`config.mk`:
```
export PLATFORM = sky130hd
export DESIGN_NAME = fft16_input_buffer
export DESIGN_NICKNAME = d
export VERILOG_FILES = /design/src/rtl/fft16_pkg.sv /design/src/rtl/fft16_frame_bank.sv /design/src/rtl/fft16_input_buffer.sv
export SDC_FILE = /design/constraint.sdc
export NUM_CORES = 1
export LEC_CHECK = 0
export CAP_MARGIN = 40
export CORE_MARGIN = 4
export CORE_UTILIZATION = 55
export DETAILED_ROUTE_END_ITERATION = 16
export PLACE_DENSITY = 0.83
export SLEW_MARGIN = 10
export SYNTH_ARGS = -nofsm -noshare
export SYNTH_HDL_FRONTEND = slang
export SYNTH_SLANG_ARGS = --single-unit
export TNS_END_PERCENT = 1
```
`constraint.sdc`:
```
create_clock -name i_clk -period 10.35 [get_ports i_clk]
set_input_delay 2.07 -clock i_clk [delete_from_list [all_inputs] [get_ports i_clk]]
set_output_delay 2.07 -clock i_clk [all_outputs]
set_load 0.01 [all_outputs]
```
`src/rtl/fft16_pkg.sv`:
```
// Shared constants, FSM state type and bus slicing helper for the FFT16 input buffer.
package fft16_pkg;

  localparam int N_POINTS = 16;
  localparam int IDX_W    = 4;
  localparam logic [IDX_W-1:0] LAST_IDX = IDX_W'(N_POINTS - 1);

  typedef enum logic [1:0] {
    IDLE  = 2'd0,
    START = 2'd1,
    WAIT  = 2'd2
  } state_t;

  // Low bit of sample k on a flattened bus of w-bit words.
  function automatic int slice_lo(input int k, input int w);
    return k * w;
  endfunction

endpackage

```
`src/rtl/fft16_frame_bank.sv`:
```
// One 16-entry complex sample bank; single write port, all entries visible on flat buses.
module fft16_frame_bank
  import fft16_pkg::*;
#(
  parameter int WORD_SIZE = 16
) (
  input  logic                            clk,
  input  logic                            rst,
  input  logic                            we,
  input  logic [IDX_W-1:0]                widx,
  input  logic [WORD_SIZE-1:0]            wre,
  input  logic [WORD_SIZE-1:0]            wim,
  output logic [N_POINTS*WORD_SIZE-1:0]   re,
  output logic [N_POINTS*WORD_SIZE-1:0]   im
);

  logic [WORD_SIZE-1:0] mem_re [N_POINTS];
  logic [WORD_SIZE-1:0] mem_im [N_POINTS];

  // Sample storage: cleared on reset, one entry written per accepted sample.
  always_ff @(posedge clk) begin
    if (rst) begin
      for (int k = 0; k < N_POINTS; k++) begin
        mem_re[k] <= '0;
        mem_im[k] <= '0;
      end
    end else if (we) begin
      mem_re[widx] <= wre;
      mem_im[widx] <= wim;
    end
  end

  for (genvar k = 0; k < N_POINTS; k++) begin : g_flat
    assign re[slice_lo(k, WORD_SIZE) +: WORD_SIZE] = mem_re[k];
    assign im[slice_lo(k, WORD_SIZE) +: WORD_SIZE] = mem_im[k];
  end

endmodule

```
`src/rtl/fft16_input_buffer.sv`:
```
// Ping-pong frame assembler feeding FFT16_top: serial valid/ready samples in,
// one 16-sample frame presented in parallel with a start strobe, held until
// the FFT signals completion.
//
// state | meaning
// ------+----------------------------------------------------------
// IDLE  | no frame presented; waiting for bank rd_bank to fill
// START | frame in rd_bank valid; o_start pulses for this one cycle
// WAIT  | FFT working on rd_bank; release on i_fft_done
module fft16_input_buffer #(
  parameter int WORD_SIZE = 16,
  parameter int N_POINTS  = 16
) (
  input  logic                          i_clk,
  input  logic                          i_rst,
  input  logic                          i_valid,
  input  logic [WORD_SIZE-1:0]          i_re,
  input  logic [WORD_SIZE-1:0]          i_im,
  output logic                          o_ready,
  output logic [N_POINTS*WORD_SIZE-1:0] o_frame_re,
  output logic [N_POINTS*WORD_SIZE-1:0] o_frame_im,
  output logic                          o_start,
  input  logic                          i_fft_done,
  output logic                          o_busy,
  output logic [7:0]                    o_frame_cnt
);

  import fft16_pkg::*;

  if (N_POINTS != fft16_pkg::N_POINTS) begin : g_bad_n_points
    $error("fft16_input_buffer supports only N_POINTS = 16");
  end

  state_t                        state, state_nxt;
  logic                          wr_bank, rd_bank;
  logic [IDX_W-1:0]              wr_idx;
  logic [1:0]                    bank_full, bank_full_nxt;
  logic                          xfer, last_xfer, rel_frame;
  logic [N_POINTS*WORD_SIZE-1:0] b0_re, b0_im, b1_re, b1_im;

  assign o_ready   = ~bank_full[wr_bank];
  assign xfer      = i_valid & o_ready;
  assign last_xfer = xfer & (wr_idx == LAST_IDX);
  assign rel_frame = (state == WAIT) & i_fft_done;
  assign o_busy    = (state != IDLE);

  fft16_frame_bank #(.WORD_SIZE(WORD_SIZE)) u_bank0 (
    .clk  (i_clk),
    .rst  (i_rst),
    .we   (xfer & ~wr_bank),
    .widx (wr_idx),
    .wre  (i_re),
    .wim  (i_im),
    .re   (b0_re),
    .im   (b0_im)
  );

  fft16_frame_bank #(.WORD_SIZE(WORD_SIZE)) u_bank1 (
    .clk  (i_clk),
    .rst  (i_rst),
    .we   (xfer & wr_bank),
    .widx (wr_idx),
    .wre  (i_re),
    .wim  (i_im),
    .re   (b1_re),
    .im   (b1_im)
  );

  // The read bank is always full while presented, so this mux is stable from START to release.
  assign o_frame_re = rd_bank ? b1_re : b0_re;
  assign o_frame_im = rd_bank ? b1_im : b0_im;

  // Full flags: release and fill always target different banks, so both may happen in one cycle.
  always_comb begin
    bank_full_nxt = bank_full;
    if (rel_frame) bank_full_nxt[rd_bank] = 1'b0;
    if (last_xfer) bank_full_nxt[wr_bank] = 1'b1;
  end

  // Read FSM next state and Moore start strobe.
  always_comb begin
    state_nxt = state;
    o_start   = 1'b0;
    case (state)
      IDLE:    if (bank_full[rd_bank]) state_nxt = START;
      START: begin
        o_start   = 1'b1;
        state_nxt = WAIT;
      end
      WAIT:    if (i_fft_done) state_nxt = IDLE;
      default: state_nxt = IDLE;
    endcase
  end

  // Write pointer, bank pointers, full flags, FSM state and frame counter.
  always_ff @(posedge i_clk) begin
    if (i_rst) begin
      state       <= IDLE;
      wr_bank     <= 1'b0;
      rd_bank     <= 1'b0;
      wr_idx      <= '0;
      bank_full   <= 2'b00;
      o_frame_cnt <= 8'd0;
    end else begin
      state     <= state_nxt;
      bank_full <= bank_full_nxt;
      if (xfer) begin
        wr_idx <= last_xfer ? '0 : wr_idx + IDX_W'(1);
        if (last_xfer) wr_bank <= ~wr_bank;
      end
      if (rel_frame) begin
        rd_bank     <= ~rd_bank;
        o_frame_cnt <= o_frame_cnt + 8'd1;
      end
    end
  end

endmodule
```
==> results of run 1 <==
==> critical path, stage by stage (launching register included) <==
cell and delay (ns):
dfxtp_4 0.41, buf_16 0.30, buf_12 0.62, mux2_2 0.45
clkdlybuf4s50_1 0.51
==> per-layer routing <==
metal  part of all wire [%]  wire length, um
met3                     11            14110
met1                     35            44920
met5                 0.0062                8
met2                     50            64160
met4                    4.5             5829
==> registers in the layout (all words and copies together) (netlist names) <==
register,flops
bank_full,2
o_frame_cnt,8
rd_bank,1
state,2
u_bank0.mem_im,256
u_bank0.mem_re,256
u_bank1.mem_im,256
u_bank1.mem_re,256
wr_bank,1
wr_idx,4
==> power by group <==
part           switching [mW]  internal, mW
clock                    1.53          2.01
sequential             0.0384          4.77
combinational           0.342         0.233
==> area by class of cell <==
| class | instances | share of cell area (%) |
|---|---|---|
| Tap cell | 1040 | 2.448 |
| Clock inverter | 53 | 0.6990 |
| Multi-Input combinational cell | 1786 | 20.93 |
| Clock buffer | 133 | 5.239 |
| Sequential cell | 1042 | 58.53 |
| Antenna cell | 2 | 0.009414 |
| Inverter | 7 | 0.04942 |
| Timing Repair Buffer | 617 | 12.10 |
==> Yosys cell counts, types with 2 or more instances <==
cell / number / area share (%)
nor2_1: 1035 / 9.0
edfxtp_1: 1024 / 71
mux2_2: 513 / 13
buf_2: 157 / 1.8
nand2_1: 132 / 1.2
a21o_1: 24 / 0.42
clkbuf_1: 21 / 0.18
dfxtp_1: 18 / 0.84
o21ai_0: 14 / 0.16
buf_6: 11 / 0.29
nand3_1: 11 / 0.13
and3_1: 8 / 0.12
a21oi_1: 7 / 0.081
inv_1: 6 / 0.052
buf_4: 5 / 0.087
ha_1: 5 / 0.15
nor2b_1: 4 / 0.058
nand4_1: 3 / 0.044
or3_1: 3 / 0.044
xor2_1: 3 / 0.061
a32o_1: 2 / 0.046
mux2i_1: 2 / 0.046
nand4b_1: 2 / 0.041
nor3_1: 2 / 0.023
o31ai_1: 2 / 0.035
or4_1: 2 / 0.035
==> cells by family (layout without fill, tap and decap cells) <==
logic type	count (synthesis)	count (layout)
AND/OR/NAND/NOR	1208	1208
flip-flops	1042	1042
multiplexers	515	515
buffers and inverters	202	810
AO/OA/AOI/OAI	55	55
adder cells (fa/ha/maj)	5	5
XOR/XNOR	3	3
other	0	2
==> how the worst max path moves through the flow <==
stage,slack (ns),endpoint,from,depth (start not counted)
3_3_place_gp,4.33,u_bank0.mem_re[13][5],i_valid,5
6_report,5.20,o_frame_im[33],rd_bank,4
4_1_cts,5.18,o_frame_im[61],rd_bank,4
5_1_grt,5.12,o_frame_re[106],rd_bank,4
3_5_place_dp,5.14,u_bank1.mem_re[7][2],i_valid,7
2_1_floorplan,4.76,u_bank0.mem_im[13][0],i_rst,7
==> cells in the final DEF, fill, tap and decap left out, types with 2 or more instances in the layout <==
| master | instances |
|---|---|
| nor2_1 | 1034 |
| edfxtp_1 | 1024 |
| clkdlybuf4s50_1 | 557 |
| mux2_2 | 513 |
| nand2_1 | 132 |
| clkbuf_16 | 107 |
| buf_4 | 35 |
| clkinv_1 | 29 |
| clkbuf_1 | 25 |
| dfxtp_1 | 17 |
| buf_16 | 15 |
| clkinv_2 | 14 |
| a21o_1 | 13 |
| a21o_2 | 11 |
| nand3_4 | 8 |
| o21ai_4 | 8 |
| and3_1 | 8 |
| buf_12 | 8 |
| a21oi_1 | 7 |
| inv_1 | 6 |
| o21ai_0 | 6 |
| ha_1 | 5 |
| bufinv_16 | 5 |
| nand3_1 | 4 |
| inv_6 | 4 |
| nand4_1 | 3 |
| or3_1 | 3 |
| xor2_1 | 3 |
| diode_2 | 2 |
| nor2b_4 | 2 |
| nand4b_1 | 2 |
| mux2i_1 | 2 |
| nor3_1 | 2 |
| o31ai_1 | 2 |
| or4_1 | 2 |
| a32o_1 | 2 |
==> per-stage QoR <==
step	setup WS (ns)	utilization (%)	hold slack, ns	instances	power [mW]
after floorplan	4.762	-	0.4952	3030	5.111
after global placement	4.329	63.75	0.4654	4470	5.437
after detailed placement	5.141	64.43	0.5042	4491	5.469
after CTS	5.176	68.50	0.5102	4677	8.949
after global routing	5.119	68.51	0.5363	4678	9.162
final	5.200	68.51	0.5130	4680	8.927
==> summary.txt, run 1 <==
Status
  – Status: finished, final reports clean

Floorplan
  – Die Ht: 287.8 um
  – Initial Utilization: 55.51%
  – Placement Rows: 102
  – Die Wd: 287.8 um
  – Die ar.: 0.08285 mm2
  – Io pins: 559
  – Core area: 0.07759 mm2

Yosys
  – Multiplexer area fraction after synthesis: 13.46%
  – Ys async rst share: 0%
  – Number of flops mapped to enable cells by yosys: 1024
  – Post-synthesis xor/xnor area fraction: 0.06101%
  – Synth Net Count: 3071
  – Simple-gate portion of the synthesized area: 10.79%
  – Mean Syn Cell Area: 14.21 um2
  – #FFs+latches synth: 1042
  – Adder-Cell Fraction of Synth Area: 0.1453%
  – Cell variety after synth: 40
  – Synth Flop Type: edfxtp_1
  – Area of the mapped netlist: 0.04307 mm2
  – Synth Area in Compound Gates: 0.8570%
  – Sequential area share after synthesis: 72.23%
  – Mapped Cells: 3030
  – Syn. warnings: 0
  – Largest family of logic cells by synthesized area: multiplexers

Global routing
  – Met1 GRT Util: 38.80%
  – Initial antenna violation count: 2
  – Global Route Usage Sum: 30.55%
  – First-pass GRT wire length: 184.1 mm
  – Met2 Usage GRT: 51.33%
  – GR peak layer: met2
  – Met3 Use GR: 6.785%
  – Largest net degree at the start of global routing: 163
  – Total grt overflow: 0
  – Vias in the first global route: 27280

Power and ir drop
  – Maximum VDD drop: 0.0001613 V
  – Leakage: 18.21 nW
  – PwrDens: 167.9 mW/mm2

Clock tree
  – Clock root cell: clkbuf_16
  – Clock transition at path regs: 0.06 ns
  – Setup bufs post-CTS: 0
  – # resized after CTS: 0
  – H-tree depth: 3
  – Worst-Skew Late Latency: 0.66 ns
  – Clk sinks: 1042
  – Hold_buf cts: 0
  – Clock Path Buffers: 3
  – TritonCTS clock tree: yes
  – TritonCTS buffer count: 104

Placed design
  – GPL Wtd Cong: 0.8464
  – Dpl hpwl: 84.25 mm
  – Placed Area: 0.04999 mm2
  – Port Buf Inserts: 558

Finish
  – Layout cells sized above 1: 20.37%
  – Synthesis-to-layout area growth: 23.44%
  – Final-layout fill cell count: 5201
  – Area of the multi-input gates: 0.01113 mm2
  – Reg area: 0.03111 mm2
  – Layout Nets: 3599
  – Fin area: 0.05316 mm2

Hold path
  – Hold Path Cell Cnt: 2
  – Worst hold path startpoint: o_frame_cnt[7]
  – Hold Crit Class: flop to flop
  – Hold EP: o_frame_cnt[7]

Routing
  – Detailed Route Iter0 Violations: 3772
  – Routed len/inst: 27.57 um
  – ANT nets after route: 0
  – WL final: 129.0 mm
  – DR DRC count: 0
  – Vias per std cell: 5.944
  – Via count: 27820
  – First-pass DRT Iterations: 5

Worst setup path
  – Worst path required time: 8.28 ns
  – Crit path max fanout: 140
  – Reg2Reg Depth: 5
  – Critical path arrival: 3.08 ns
  – Slack of the worst reg-to-reg path: 7.36 ns
  – Worst R2R End: u_bank1.mem_re[7][2]
  – Critical path type: flop to output pin
  – CP Launch Type: flop
  – Reg-to-reg startpoint: bank_full[1]
  – Crit end category: output pin

Timing
  – Slew headroom: 17.31%
  – Fin. max-slew vios: 0
  – Fin crit share: 49.76%
  – Final Hold Fails: 0
  – RSZ-0062 raised after global routing: false
  – Layout Skew: 0.01577 ns
  – Finish-stage setup viols: 0
  – Period minus WS final: 5.150 ns
  – Actual slew at the worst max-slew pin: 1.240 ns
  – Fin Setup TNS: 0 ns
  – Fmax: 194.2 MHz

Job
  – Max Cap Violations: 0
Note: power is estimated with default switching activity, not from simulation.
==> run 2: changes to the inputs <==
CORE_UTILIZATION = 50   (was 55)
PLACE_DENSITY = 0.79   (was 0.83)
clock period = 4.2 ns   (was 10.35 ns; I/O delays follow)
==> summary.txt, run 2 (same netlist as run 1, synthesis figures left out) <==
Status
  – Status: finished, final reports clean

Timing
  – Finish-stage setup viols: 0 (unchanged)
  – Final Hold Fails: 0 (unchanged)
  – Fmax: 270.2 MHz
  – Fin. max-slew vios: 0 (unchanged)
  – Fin Setup TNS: 0 ns (unchanged)
  – Min setup slack post-route: 0.4994 ns (-4.701 ns)
  – Fin crit share: 88.11%
  – RSZ-0062 raised after global routing: false
  – Actual slew at the worst max-slew pin: 1.037 ns (-0.2036 ns)
  – Slew headroom: 30.88% (+14 points)
  – Layout Skew: 0.01894 ns (+0.003168 ns)
  – Hold slack: 0.5124 ns (-0.0005930 ns)
  – Period minus WS final: 3.701 ns

Worst setup path
  – Crit path from: rd_bank
  – Critical path arrival: 2.86 ns (-0.22 ns)
  – Slack of the worst reg-to-reg path: 1.84 ns (-5.52 ns)
  – Crit end category: output pin
  – CP Launch Type: flop
  – Crit path max fanout: 49 (-65%)
  – Reg2Reg Depth: 4 (-1)
  – Worst path required time: 3.36 ns (-4.92 ns)
  – Worst R2R End: u_bank1.mem_im[11][1]
  – Critical path type: flop to output pin
  – Reg-to-reg startpoint: wr_idx[3]

Global routing
  – Initial antenna violation count: 3 (+1)
  – Largest net degree at the start of global routing: 129 (-21%)
  – Vias in the first global route: 27130 (-0.54%)
  – Global Route Usage Sum: 27.64% (-2.9 points)
  – Total grt overflow: 0 (unchanged)
  – First-pass GRT wire length: 183.1 mm (-0.54%)

Routing
  – WL final: 127.4 mm (-1.3%)
  – Detailed Route Iter0 Violations: 3202 (-15%)
  – First-pass DRT Iterations: 5 (unchanged)
  – Via count: 27390 (-1.5%)
  – Routed len/inst: 26.59 um (-3.6%)
  – DR DRC count: 0 (unchanged)
  – Vias per std cell: 5.717 (-3.8%)
  – ANT nets after route: 0 (unchanged)

Floorplan
  – Initial Utilization: 50.50% (-5.0 points)
  – Die Wd: 301.5 um (+4.7%)
  – Die Ht: 301.5 um (+4.7%)
  – Placement Rows: 107 (+4.9%)
  – Core area: 0.08528 mm2 (+9.9%)
  – Die ar.: 0.09090 mm2 (+9.7%)
  – Io pins: 559 (unchanged)

Power and ir drop
  – PwrDens: 417.3 mW/mm2 (+150%)
  – Maximum VDD drop: 0.0003522 V (+120%)
  – Leakage: 18.32 nW (+0.59%)

Clock tree
  – Clock root cell: clkbuf_16
  – # resized after CTS: 0 (unchanged)
  – Setup bufs post-CTS: 0 (unchanged)
  – Worst-Skew Late Latency: 0.67 ns (about the same)
  – TritonCTS clock tree: yes
  – Clock Path Buffers: 3 (unchanged)
  – Hold_buf cts: 0 (unchanged)
  – Clock transition at path regs: 0.06 ns (about the same)
  – H-tree depth: 3 (unchanged)
  – Clk sinks: 1042 (unchanged)
  – TritonCTS buffer count: 103 (-0.96%)

Finish
  – Area of the multi-input gates: 0.01113 mm2 (about the same)
  – Synthesis-to-layout area growth: 24.23%
  – Fin cells: 4791 (+2.4%)
  – Layout Nets: 3610 (+0.31%)
  – Most frequent cells in the layout: nor2_1, edfxtp_1, clkdlybuf4s50_1
  – Antenna Cells: 0 (-2)
  – Final-layout fill cell count: 6229 (+20%)
  – Layout cells sized above 1: 21.14% (+0.77 points)
  – Most common cell after layout, fill and taps aside: nor2_1
  – Reg area: 0.03111 mm2 (unchanged)

Job
  – Max Cap Violations: 0 (unchanged)

Hold path
  – Hold Path Cell Cnt: 2 (unchanged)
  – Worst hold path startpoint: o_frame_cnt[6]
  – Hold EP: o_frame_cnt[6]
  – Hold Crit Class: flop to flop

Placed design
  – Placement Setup Slack: 0.8530 ns (-4.288 ns)
  – GPL Wtd Cong: 0.8364 (-1.2%)
  – Cells after DPL: 4608 (+2.6%)
  – Dpl hpwl: 80.92 mm (-4.0%)
  – Port Buf Inserts: 558 (unchanged)
## run 2: worst max-delay path by stage
stage	end	slack [ns]	depth (start not counted)
after floorplan	u_bank0.mem_im[12][0]	-0.07	6
after global placement	u_bank0.mem_re[6][8]	0.90	6
after detailed placement	u_bank0.mem_re[6][8]	0.85	6
after CTS	o_frame_im[158]	0.49	3
after global routing	o_frame_im[158]	0.44	3
final	o_frame_im[158]	0.50	3
## run 2: report_power, final
part / internal [mW] / total, mW / switching [mW]
Combinational: 0.566 / 1.40 / 0.830
Sequential: 11.8 / 11.8 / 0.0889
Clock: 5.17 / 9.09 / 3.91
Total: 17.5 / 22.3 / 4.83
## run 2: per-stage QoR
step | power, mW | utilization [%] | cell area [um2]
finish | 22.32 | 62.74 | 53500
CTS | 22.42 | 62.74 | 53500
global placement | 13.43 | 58.68 | 50040
detailed placement | 13.47 | 58.85 | 50190
floorplan | 12.59 | - | 43070
global route | 22.94 | 62.74 | 53500
## run 2: critical path, cell delays in order (launching register included)
cell and delay [ns]:
dfxtp_4 0.58, buf_4 0.60, mux2_2 0.46, clkdlybuf4s50_1 0.50
## run 2: metal layers
layer	track usage [%]	part of all wire (%)	vias to the layer above
met5	0	0.033	-
met4	11.42	4.2	6
met3	5.586	9.8	258
met2	45.80	49	1555
met1	35.87	37	13790
li1	-	-	11780
## run 2: area by class of cell
type                            instances  share of cell area [%]
Sequential cell                      1042                   58.15
Inverter                                7                 0.04911
Multi-Input combinational cell       1786                   20.80
Clock buffer                          124                   5.084
Clock inverter                         59                   1.108
Timing Repair Buffer                  629                   12.13
Tap cell                             1144                   2.675
==> run 3: changes to the inputs <==
SKIP_LAST_GASP = 1   (was default)
==> results of run 3 <==
No change in the layout: final DEF, timing and power equal those of run 2.
